### src/rtl/vx_wb_pkg.sv
// Writeback sink shared types: beat bundle and width helpers.
// Optional perf counters in the top are enabled by WB_SINK_PERF_EN.
package vx_wb_pkg;

  function automatic int nw_bits(input int n);
    return (n > 1) ? $clog2(n) : 1;
  endfunction

  function automatic int nr_bits(input int n);
    return $clog2(n);
  endfunction

  localparam int WB_NUM_THREADS = 4;
  localparam int WB_NUM_WARPS   = 4;
  localparam int WB_NUM_REGS    = 64;
  localparam int WB_UUID_BITS   = 44;
  localparam int WB_NW_BITS     = nw_bits(WB_NUM_WARPS);
  localparam int WB_NR_BITS     = nr_bits(WB_NUM_REGS);

  typedef struct packed {
    logic [WB_UUID_BITS-1:0]     uuid;
    logic [WB_NUM_THREADS-1:0]   tmask;
    logic [WB_NW_BITS-1:0]       wid;
    logic [31:0]                 PC;
    logic [WB_NR_BITS-1:0]       rd;
    logic [WB_NUM_THREADS*32-1:0] data;
    logic                        eop;
  } wb_beat_t;

endpackage

### src/rtl/vx_wb_skid_buf.sv
// Two-register valid/ready buffer (output stage + skid) for writeback beats.
// in_ready depends only on registered state, never on out_pop.
module vx_wb_skid_buf
  import vx_wb_pkg::*;
(
  input  logic     clk,
  input  logic     reset,
  input  logic     in_valid,
  input  wb_beat_t in_beat,
  output logic     in_ready,
  input  logic     out_pop,
  output logic     out_valid,
  output wb_beat_t out_beat
);

  logic     skid_valid;
  wb_beat_t skid_beat;
  logic     in_fire;

  assign in_ready = !skid_valid && !reset;
  assign in_fire  = in_valid && in_ready;

  always_ff @(posedge clk) begin
    if (reset) begin
      out_valid  <= 1'b0;
      skid_valid <= 1'b0;
      out_beat   <= '0;
      skid_beat  <= '0;
    end else if (out_pop || !out_valid) begin
      // skid always drains first so FIFO order holds
      if (skid_valid) begin
        out_valid  <= 1'b1;
        out_beat   <= skid_beat;
        skid_valid <= 1'b0;
      end else begin
        out_valid <= in_fire;
        if (in_fire)
          out_beat <= in_beat;
      end
    end else if (in_fire) begin
      skid_valid <= 1'b1;
      skid_beat  <= in_beat;
    end
  end

endmodule

### src/rtl/vx_gpr_wb_sink.sv
// Writeback channel terminator: GPR write port and scoreboard release.
// Define WB_SINK_PERF_EN to add write/stall perf counters.
module vx_gpr_wb_sink
  import vx_wb_pkg::*;
#(
  parameter int NUM_THREADS = WB_NUM_THREADS,
  parameter int NUM_WARPS   = WB_NUM_WARPS,
  parameter int NUM_REGS    = WB_NUM_REGS,
  parameter int UUID_BITS   = WB_UUID_BITS,
  localparam int NW_BITS    = nw_bits(NUM_WARPS),
  localparam int NR_BITS    = nr_bits(NUM_REGS)
) (
  input  logic                     clk,
  input  logic                     reset,
  input  logic                     wb_valid,
  input  logic [UUID_BITS-1:0]     wb_uuid,
  input  logic [NUM_THREADS-1:0]   wb_tmask,
  input  logic [NW_BITS-1:0]       wb_wid,
  input  logic [31:0]              wb_PC,
  input  logic [NR_BITS-1:0]       wb_rd,
  input  logic [NUM_THREADS*32-1:0] wb_data,
  input  logic                     wb_eop,
  output logic                     wb_ready,
  output logic                     gpr_wr_valid,
  output logic [NW_BITS-1:0]       gpr_wr_wid,
  output logic [NR_BITS-1:0]       gpr_wr_rd,
  output logic [NUM_THREADS-1:0]   gpr_wr_tmask,
  output logic [NUM_THREADS*32-1:0] gpr_wr_data,
  input  logic                     gpr_wr_ready,
`ifdef WB_SINK_PERF_EN
  output logic [63:0]              perf_wb_writes,
  output logic [63:0]              perf_wb_stalls,
`endif
  output logic                     sb_release_valid,
  output logic [NW_BITS-1:0]       sb_release_wid,
  output logic [NR_BITS-1:0]       sb_release_rd
);

  wb_beat_t in_beat;
  wb_beat_t out_beat;
  logic     out_valid;
  logic     out_fire;
  logic     write_needed;
  logic     unused_trace;

  assign in_beat = '{
    uuid:  wb_uuid,
    tmask: wb_tmask,
    wid:   wb_wid,
    PC:    wb_PC,
    rd:    wb_rd,
    data:  wb_data,
    eop:   wb_eop
  };

  vx_wb_skid_buf u_buf (
    .clk       (clk),
    .reset     (reset),
    .in_valid  (wb_valid),
    .in_beat   (in_beat),
    .in_ready  (wb_ready),
    .out_pop   (out_fire),
    .out_valid (out_valid),
    .out_beat  (out_beat)
  );

  // index 0 is integer x0; fp regs sit above it so rd!=0 covers them
  assign write_needed = (out_beat.rd != '0) && (out_beat.tmask != '0);

  assign out_fire = out_valid && !reset &&
                    (gpr_wr_ready || !write_needed);

  assign gpr_wr_valid = out_valid && !reset && write_needed;
  assign gpr_wr_wid   = out_beat.wid;
  assign gpr_wr_rd    = out_beat.rd;
  assign gpr_wr_tmask = out_beat.tmask;
  assign gpr_wr_data  = out_beat.data;

  assign sb_release_valid = out_fire && out_beat.eop;
  assign sb_release_wid   = out_beat.wid;
  assign sb_release_rd    = out_beat.rd;

  assign unused_trace = ^{out_beat.uuid, out_beat.PC};

`ifdef WB_SINK_PERF_EN
  always_ff @(posedge clk) begin
    if (reset) begin
      perf_wb_writes <= '0;
      perf_wb_stalls <= '0;
    end else begin
      perf_wb_writes <= perf_wb_writes +
                        64'(gpr_wr_valid && gpr_wr_ready);
      perf_wb_stalls <= perf_wb_stalls +
                        64'(gpr_wr_valid && !gpr_wr_ready);
    end
  end
`endif

endmodule
### config.mk
export PLATFORM = sky130hd
export DESIGN_NAME = vx_gpr_wb_sink
export DESIGN_NICKNAME = d
export VERILOG_FILES = /design/src/rtl/vx_wb_pkg.sv /design/src/rtl/vx_wb_skid_buf.sv /design/src/rtl/vx_gpr_wb_sink.sv
export SDC_FILE = /design/constraint.sdc
export NUM_CORES = 1
export LEC_CHECK = 0
export BUFFER_PORTS_ARGS = -buffer_cell sky130_fd_sc_hd__buf_2
export CELL_PAD_IN_SITES_DETAIL_PLACEMENT = 1
export CELL_PAD_IN_SITES_GLOBAL_PLACEMENT = 2
export CORE_MARGIN = 2
export CORE_UTILIZATION = 39
export DETAILED_ROUTE_END_ITERATION = 12
export PLACE_DENSITY = 0.83
export REMOVE_ABC_BUFFERS = 1
export SYNTH_ARGS = -nofsm -noshare
export SYNTH_HDL_FRONTEND = slang
export SYNTH_HIERARCHICAL = 1
export SYNTH_SLANG_ARGS = --single-unit
### constraint.sdc
create_clock -name clk -period 3 [get_ports clk]
set_input_delay 0.15 -clock clk [delete_from_list [all_inputs] [get_ports clk]]
set_output_delay 0.15 -clock clk [all_outputs]
set_load 0.02 [all_outputs]
==> results of run 1 <==
[worst max-delay path: stages (launching register included)]
cell and delay [ns]:
sky130_fd_sc_hd__dfxtp_1 0.46, sky130_fd_sc_hd__nor4_2 0.10, sky130_fd_sc_hd__a211oi_1 0.39, sky130_fd_sc_hd__nor2_1 0.09, sky130_fd_sc_hd__and2b_4 0.46, sky130_fd_sc_hd__nand3_4 0.15, sky130_fd_sc_hd__buf_12 0.23, sky130_fd_sc_hd__mux2_2 0.34
[layout by cell type (no fill, tap or decap), drive strengths merged, types with 2 or more instances in the layout]
| master | instances |
|---|---|
| dfxtp | 284 |
| nor2 | 4 |
| mux2i | 8 |
| diode | 6 |
| dlygate4sd3 | 141 |
| clkbuf | 51 |
| clkinv | 5 |
| a211oi | 284 |
| nor4 | 2 |
| nor2b | 133 |
| buf | 312 |
| inv | 142 |
| nand2b | 19 |
| mux2 | 274 |
[final cells by class]
type / instances / area [um^2]
clock buffer: 50 / 1030
inverter: 142 / 536
sequential: 284 / 5690
tap: 448 / 561
clock inverter: 7 / 62.6
timing repair buffer: 454 / 3170
antenna: 6 / 15.0
multi-input combinational: 731 / 6370
fill: 3736 / 16100
[sequential cells by signal, indices dropped and copies added, names as in the netlist]
name              cells
u_buf/out_beat      141
u_buf/skid_beat     141
u_buf/out_valid       1
u_buf/skid_valid      1
[report_power, final]
part / switching [mW] / leakage, nW / internal (mW) / total (mW)
sequential: 0.138 / 2.33 / 4.04 / 4.18
combinational: 0.925 / 4.32 / 0.745 / 1.67
clock: 1.58 / 0.541 / 2.47 / 4.05
[per-layer routing]
layer | global-route usage | up-vias | wire length, um
li1 | - | 5256 | -
met4 | 0.0532 | 0 | 813
met2 | 0.374 | 236 | 19100
met3 | 0.0518 | 56 | 2080
met5 | 0 | - | 0
met1 | 0.274 | 5430 | 17500
[what timing repair did]
item | CTS | global route
gates resized for setup | 0 | 0
buffers inserted | 0 | 0
hold buffers | 141 | 0
endpoints found under the hold margin | 141 | 0
[metrics by stage]
step / setup slack [ns] / instances / utilization / setup TNS (ns) / hold WS [ns]
global placement: 0.650 / 1918 / 0.445 / 0 / 0.388
CTS: 0.595 / 2116 / 0.519 / 0 / 0.00901
floorplan: -5.96 / 1157 / - / -1481.70 / 0.219
detailed placement: 0.625 / 1918 / 0.445 / 0 / 0.396
finish: 0.579 / 2122 / 0.520 / 0 / 0.0431
global route: 0.459 / 2121 / 0.520 / 0 / 0.0258
[path summary, 6_finish.rpt]
kind | from | end | slack (ns) | cells past startpoint
setup reg to reg | u_buf/out_beat[131]$_SDFFE_PP0P_ | u_buf/skid_beat[17]$_SDFFE_PP0P_ | 0.58 | 7
setup / recovery | u_buf/out_beat[131]$_SDFFE_PP0P_ | u_buf/skid_beat[17]$_SDFFE_PP0P_ | 0.58 | 7
hold / removal | wb_valid | u_buf/skid_valid$_SDFFE_PP0P_ | 0.04 | 3
hold reg to reg | u_buf/out_beat[119]$_SDFFE_PP0P_ | u_buf/out_beat[119]$_SDFFE_PP0P_ | 0.45 | 2
==> results_tabular.tex, run 1 <==
\begin{tabular}{lr}
\hline
Metric & Value \\
\hline
\multicolumn{2}{l}{\textbf{Synthesis}} \\
\quad Post-synthesis area per instance & approximately 10 um\^{}2 \\
\quad Warnings, synthesis & 6 \\
\quad Area of the mapped netlist & roughly 0.013 mm\^{}2 \\
\quad Gate Count Post-Synth & between 1000 and 1500 \\
\multicolumn{2}{l}{\textbf{Route}} \\
\quad Drt total wl & $\sim$40000 um \\
\quad Per-cell via count in the routed design & 5.17 \\
\quad DRC violations left & 0 \\
\quad Drt initial violations & between 500 and 600 \\
\quad Overall via count from detail\_route & $\sim$11000 \\
\quad Antenna violation net count after detailed routing & 0 \\
\quad Average wire length per cell after detail routing & between 15 and 20 um \\
\quad Number of detailed-route iterations in the first pass & 4 \\
\multicolumn{2}{l}{\textbf{Critical path}} \\
\quad Critical path endpoint category & flip-flop \\
\quad CP Data Required Time & about 3.4 ns \\
\quad Data arrival time of the worst path & 2.79 ns \\
\quad Crit Path Max Fanout & 67 \\
\quad Startpoint class of the critical path & flip-flop \\
\quad Critical path class & flip-flop to flip-flop \\
\multicolumn{2}{l}{\textbf{Floorplanning}} \\
\quad Die boundary width & around 190 um \\
\quad Die area & about 0.036 mm\^{}2 \\
\quad Ports placed on the boundary & $\sim$370 \\
\quad Cell row count & between 60 and 70 \\
\quad Core Area & around 0.034 mm\^{}2 \\
\quad Height of the die & between 150 and 200 um \\
\quad Effective utilization at floorplan & 0.396 \\
\multicolumn{2}{l}{\textbf{Timing}} \\
\quad Total setup violations reported at the end of the flow & 0 \\
\quad Max Transition Viols Final & 0 \\
\quad Setup repair after global routing missed its margin & false \\
\quad Transition time at the pin with the least slew margin & around 0.87 ns \\
\quad Min Tclk post-route & 2.42 ns \\
\quad Final count of hold timing violations & 0 \\
\quad Slew Limit Headroom & 0.418 \\
\quad Final period util & 0.807 \\
\quad Clock skew after layout & about 0.0094 ns \\
\quad Achievable Freq & a little over 0.4 GHz \\
\multicolumn{2}{l}{\textbf{Run}} \\
\quad \# Max-Cap Violations & 0 \\
\multicolumn{2}{l}{\textbf{Global route}} \\
\quad Total global routing track utilization & 0.217 \\
\quad Total gr overflow & 0 \\
\quad Number of global-route vias before repair & 11800 \\
\quad Maximum number of pins on one net before global-route repair & roughly 150 \\
\quad Antenna violations before repair & 5 \\
\quad Wire length of the first global-routing pass & between 60000 and 70000 um \\
\multicolumn{2}{l}{\textbf{CTS}} \\
\quad Clock net sink count & around 280 \\
\quad Maximum buffer depth of the clock tree & 3 \\
\quad Worst-path clk slew & approximately 0.060 ns \\
\quad Maximum level of the CTS H-tree & 2 \\
\quad Worst-Skew Late Latency & about 0.49 ns \\
\quad Cts bufs inserted & 34 \\
\quad Master cell of the clock root buffer & sky130\_fd\_sc\_hd\_\_clkbuf\_16 \\
\quad TritonCTS clock tree & yes \\
\multicolumn{2}{l}{\textbf{Layout}} \\
\quad Cell area after layout & approximately 0.017 mm\^{}2 \\
\quad Post-layout net count & around 1900 \\
\quad Fraction of layout instances using a drive strength above 1 & 0.387 \\
\quad P\&R area growth vs syn & 31.3\% \\
\multicolumn{2}{l}{\textbf{Power}} \\
\quad Leakage Power & approximately 7.2 nW \\
\quad Total chip power & 9.89 mW \\
\quad Power density cells & roughly 570 mW/mm\^{}2 \\
\quad IR Drop Worst-Case VDD & 0.000432 V \\
\multicolumn{2}{l}{\textbf{Hold path}} \\
\quad Worst min-delay path class & input pin to flip-flop \\
\multicolumn{2}{l}{\textbf{Placement}} \\
\quad Dpl hpwl & roughly 23000 um \\
\quad Post-detailed-placement cell area & 0.0149 mm\^{}2 \\
\quad Buffers on Ports & $\sim$300 \\
\quad Final Wtd Congestion & roughly 0.72 \\
\multicolumn{2}{l}{\textbf{Status}} \\
\quad Result of the run & completed \\
\hline
\end{tabular}
Power figures use the tool's default switching activity.
==> run 2: changes to the inputs <==
CORE_UTILIZATION = 33   (was 39)
PLACE_DENSITY = 0.75   (was 0.83)
clock period = 2 ns   (was 3 ns; I/O delays follow)
==> results_tabular.tex, run 2 (same netlist as run 1, synthesis figures left out) <==
\begin{tabular}{lr}
\hline
Metric & Value \\
\hline
\multicolumn{2}{l}{\textbf{Floorplanning}} \\
\quad Core Area & 0.0397 mm\^{}2 (was 0.0335 mm\^{}2) \\
\quad Effective utilization at floorplan & 0.334 (was 0.396) \\
\quad Height of the die & 205 um (was 189 um) \\
\quad Die area & 0.0419 mm\^{}2 (was 0.0355 mm\^{}2) \\
\quad Ports placed on the boundary & 372 (unchanged) \\
\quad Die boundary width & 205 um (was 189 um) \\
\quad Cell row count & 73 (was 67) \\
\multicolumn{2}{l}{\textbf{Placement}} \\
\quad Post-detailed-placement cell area & 0.0155 mm\^{}2 (was 0.0149 mm\^{}2) \\
\quad Buffers on Ports & 295 (unchanged) \\
\quad Dpl hpwl & 25500 um (was 22500 um) \\
\quad Final Wtd Congestion & 0.726 (was 0.717) \\
\quad Worst slack after detailed placement & -0.244 ns (was 0.625 ns) \\
\quad Cell Count Post-Placement & 2036 (was 1918) \\
\multicolumn{2}{l}{\textbf{Timing}} \\
\quad Achievable Freq & 0.459 GHz (was 0.413 GHz) \\
\quad WHS & 0.0860 ns (was 0.0431 ns) \\
\quad Slew Limit Headroom & 0.496 (was 0.418) \\
\quad Setup repair after global routing missed its margin & true (was false) \\
\quad Final count of hold timing violations & 0 (unchanged) \\
\quad Transition time at the pin with the least slew margin & 0.757 ns (was 0.872 ns) \\
\quad Clock skew after layout & 0.00912 ns (was 0.00937 ns) \\
\quad Final period util & 1.09 (was 0.807) \\
\quad Max Transition Viols Final & 0 (unchanged) \\
\quad Total setup violations reported at the end of the flow & 272 (was 0) \\
\quad Worst Slack Setup Final & -0.177 ns (was 0.579 ns) \\
\quad Min Tclk post-route & 2.18 ns (was 2.42 ns) \\
\quad Sum of negative setup slack & -29.47 ns (was 0 ns) \\
\multicolumn{2}{l}{\textbf{Layout}} \\
\quad Leading cell type in the layout, fill and taps excluded & sky130\_fd\_sc\_hd\_\_buf\_2 (unchanged) \\
\quad Cell area after layout & 0.0189 mm\^{}2 (was 0.0174 mm\^{}2) \\
\quad Post-layout net count & 1922 (was 1868) \\
\quad Final core utilization & 0.475 (was 0.520) \\
\quad Flip-flop and latch area & 0.00569 mm\^{}2 (about the same) \\
\quad Biggest regs & u\_buf/out\_beat (141), u\_buf/skid\_beat (141) (unchanged) \\
\quad P\&R area growth vs syn & 42.3\% (was 31.3\%) \\
\quad Number of cells in the finished layout apart from fillers & 2252 (was 2122) \\
\quad Multi-input logic area & 0.00696 mm\^{}2 (was 0.00637 mm\^{}2) \\
\quad Number of fillers in the final layout & 4374 (was 3736) \\
\quad Most frequent cells in the layout & 294 x sky130\_fd\_sc\_hd\_\_buf\_2, 282 x sky130\_fd\_sc\_hd\_\_dfxtp\_1, 235 x sky130\_fd\_sc\_hd\_\_a211oi\_1, 185 x sky130\_fd\_sc\_hd\_\_mux2\_2, 142 x sky130\_fd\_sc\_hd\_\_dlygate4sd3\_1 (was 294 x sky130\_fd\_sc\_hd\_\_buf\_2, 284 x sky130\_fd\_sc\_hd\_\_a211oi\_1, 283 x sky130\_fd\_sc\_hd\_\_dfxtp\_1, 274 x sky130\_fd\_sc\_hd\_\_mux2\_2) \\
\quad Fraction of layout instances using a drive strength above 1 & 0.435 (was 0.387) \\
\multicolumn{2}{l}{\textbf{Critical path}} \\
\quad Delay of the slowest cell on the worst path & 0.36 ns (was 0.46 ns) \\
\quad Dominant cell type by count on the critical path & sky130\_fd\_sc\_hd\_\_buf\_12 \\
\quad CP Data Required Time & 2.41 ns (was 3.37 ns) \\
\quad Crit Path Max Fanout & 49 (was 67) \\
\quad Critical Path Slowest Stage Cell & sky130\_fd\_sc\_hd\_\_nor4\_4 (was sky130\_fd\_sc\_hd\_\_dfxtp\_1) \\
\quad Critical path endpoint category & flip-flop (unchanged) \\
\quad Data arrival time of the worst path & 2.59 ns (was 2.79 ns) \\
\quad Start point of the critical path & u\_buf/out\_beat[132]\$\_SDFFE\_PP0P\_ (was u\_buf/out\_beat[131]\$\_SDFFE\_PP0P\_) \\
\quad Startpoint class of the critical path & flip-flop (unchanged) \\
\quad R2r startpoint & u\_buf/out\_beat[132]\$\_SDFFE\_PP0P\_ (was u\_buf/out\_beat[131]\$\_SDFFE\_PP0P\_) \\
\quad Depth of the worst register-to-register path & 8 (was 7) \\
\quad Critical path class & flip-flop to flip-flop (unchanged) \\
\quad Critical path cell sequence & nor4\_4, a211oi\_2, nor2\_1, and2b\_4, buf\_12, a21o\_4, buf\_12, a211oi\_1 (was nor4\_2, a211oi\_1, nor2\_1, and2b\_4, nand3\_4, buf\_12, mux2\_2) \\
\multicolumn{2}{l}{\textbf{Global route}} \\
\quad Maximum number of pins on one net before global-route repair & 133 (was 152) \\
\quad Total gr overflow & 0 (unchanged) \\
\quad Total global routing track utilization & 0.197 (was 0.217) \\
\quad Number of global-route vias before repair & 12100 (was 11800) \\
\quad Antenna violations before repair & 2 (was 5) \\
\quad Wire length of the first global-routing pass & 66500 um (was 63400 um) \\
\multicolumn{2}{l}{\textbf{Route}} \\
\quad Overall via count from detail\_route & 11300 (was 11000) \\
\quad Number of detailed-route iterations in the first pass & 4 (unchanged) \\
\quad Antenna violation net count after detailed routing & 0 (unchanged) \\
\quad Per-cell via count in the routed design & 5.01 (was 5.17) \\
\quad DRC violations left & 0 (unchanged) \\
\quad Drt initial violations & 383 (was 555) \\
\quad Average wire length per cell after detail routing & 19.4 um (was 18.7 um) \\
\quad Drt total wl & 43600 um (was 39600 um) \\
\multicolumn{2}{l}{\textbf{CTS}} \\
\quad Maximum level of the CTS H-tree & 2 (unchanged) \\
\quad Worst-Skew Late Latency & 0.52 ns (was 0.49 ns) \\
\quad Clock net sink count & 284 (unchanged) \\
\quad Master cell of the clock root buffer & sky130\_fd\_sc\_hd\_\_clkbuf\_16 (unchanged) \\
\quad Cts bufs inserted & 35 (was 34) \\
\quad Maximum buffer depth of the clock tree & 3 (unchanged) \\
\quad TritonCTS clock tree & yes (unchanged) \\
\quad Worst-path clk slew & 0.06 ns (about the same) \\
\multicolumn{2}{l}{\textbf{Run}} \\
\quad \# Max-Cap Violations & 0 (unchanged) \\
\multicolumn{2}{l}{\textbf{Power}} \\
\quad Fraction of power consumed by sequential logic & 0.407 (was 0.422) \\
\quad Cell internal pwr & 11.2 mW (was 7.25 mW) \\
\quad Total chip power & 15.4 mW (was 9.89 mW) \\
\quad Comb pwr share & 0.185 (was 0.169) \\
\quad Share of total power in the clock network & 0.408 (was 0.409) \\
\quad Switching power as a share of total power & 0.275 (was 0.268) \\
\quad Switching power total & 4.24 mW (was 2.65 mW) \\
\quad Power density cells & 816 mW/mm\^{}2 (was 568 mW/mm\^{}2) \\
\quad IR Drop Worst-Case VDD & 0.000410 V (was 0.000432 V) \\
\quad Leakage Power & 8.00 nW (was 7.19 nW) \\
\multicolumn{2}{l}{\textbf{Hold path}} \\
\quad Worst Hold Path Cells & 5 (was 3) \\
\quad Hold Crit Start & gpr\_wr\_ready (was wb\_valid) \\
\quad Worst min-delay path class & input pin to flip-flop (unchanged) \\
\multicolumn{2}{l}{\textbf{Status}} \\
\quad Result of the run & finished with violations (was completed) \\
\quad Failing checks & negative setup slack \\
\hline
\end{tabular}
-- run 2: per-layer routing --
metal / share of wire / GRT usage
met1: 0.46 / 0.256
met2: 0.48 / 0.338
met3: 0.036 / 0.0293
met4: 0.020 / 0.0567
met5: 0.00025 / 0
-- run 2: cell type report --
cell class,instances,area share
multi-input combinational,731,0.368
sequential,284,0.301
timing repair buffer,507,0.207
clock buffer,53,0.0559
tap,525,0.0348
inverter,142,0.0284
clock inverter,9,0.00391
antenna,1,0.000132
-- run 2: worst paths after layout --
check	to	slack, ns
worst max register to register	u_buf/out_beat[10]$_SDFFE_PP0P_	-0.18
worst max-delay path	u_buf/out_beat[10]$_SDFFE_PP0P_	-0.18
worst min register to register	u_buf/out_beat[22]$_SDFFE_PP0P_	0.45
worst min-delay path	u_buf/skid_valid$_SDFFE_PP0P_	0.09
-- run 2: power by group through the flow --
stage               clock (mW)  combinational (mW)  sequential, mW
floorplan                    0                1.05            6.70
global route              6.69                3.07            6.32
CTS                       6.45                2.72            6.27
global placement             0                2.38            6.37
finish                    6.28                2.85            6.27
detailed placement           0                2.43            6.39
-- run 2: worst max-delay path: cells and delay by family (launching register included) --
family	cells	cell delay [ns]
and+or+nand+nor	3	0.70
AOI/OAI and AO/OA	3	0.65
buffers and inverters	2	0.36
DFF	1	0.33
-- run 2: what timing repair did --
item / in CTS / in global routing
endpoints found under the hold margin: 142 / 0
buffers inserted: 3 / 1
gates resized for setup: 38 / 110
cloned: 0 / 7
hold buffers: 142 / 0
endpoints found under the setup margin: 277 / 273
pin swaps: 0 / 1
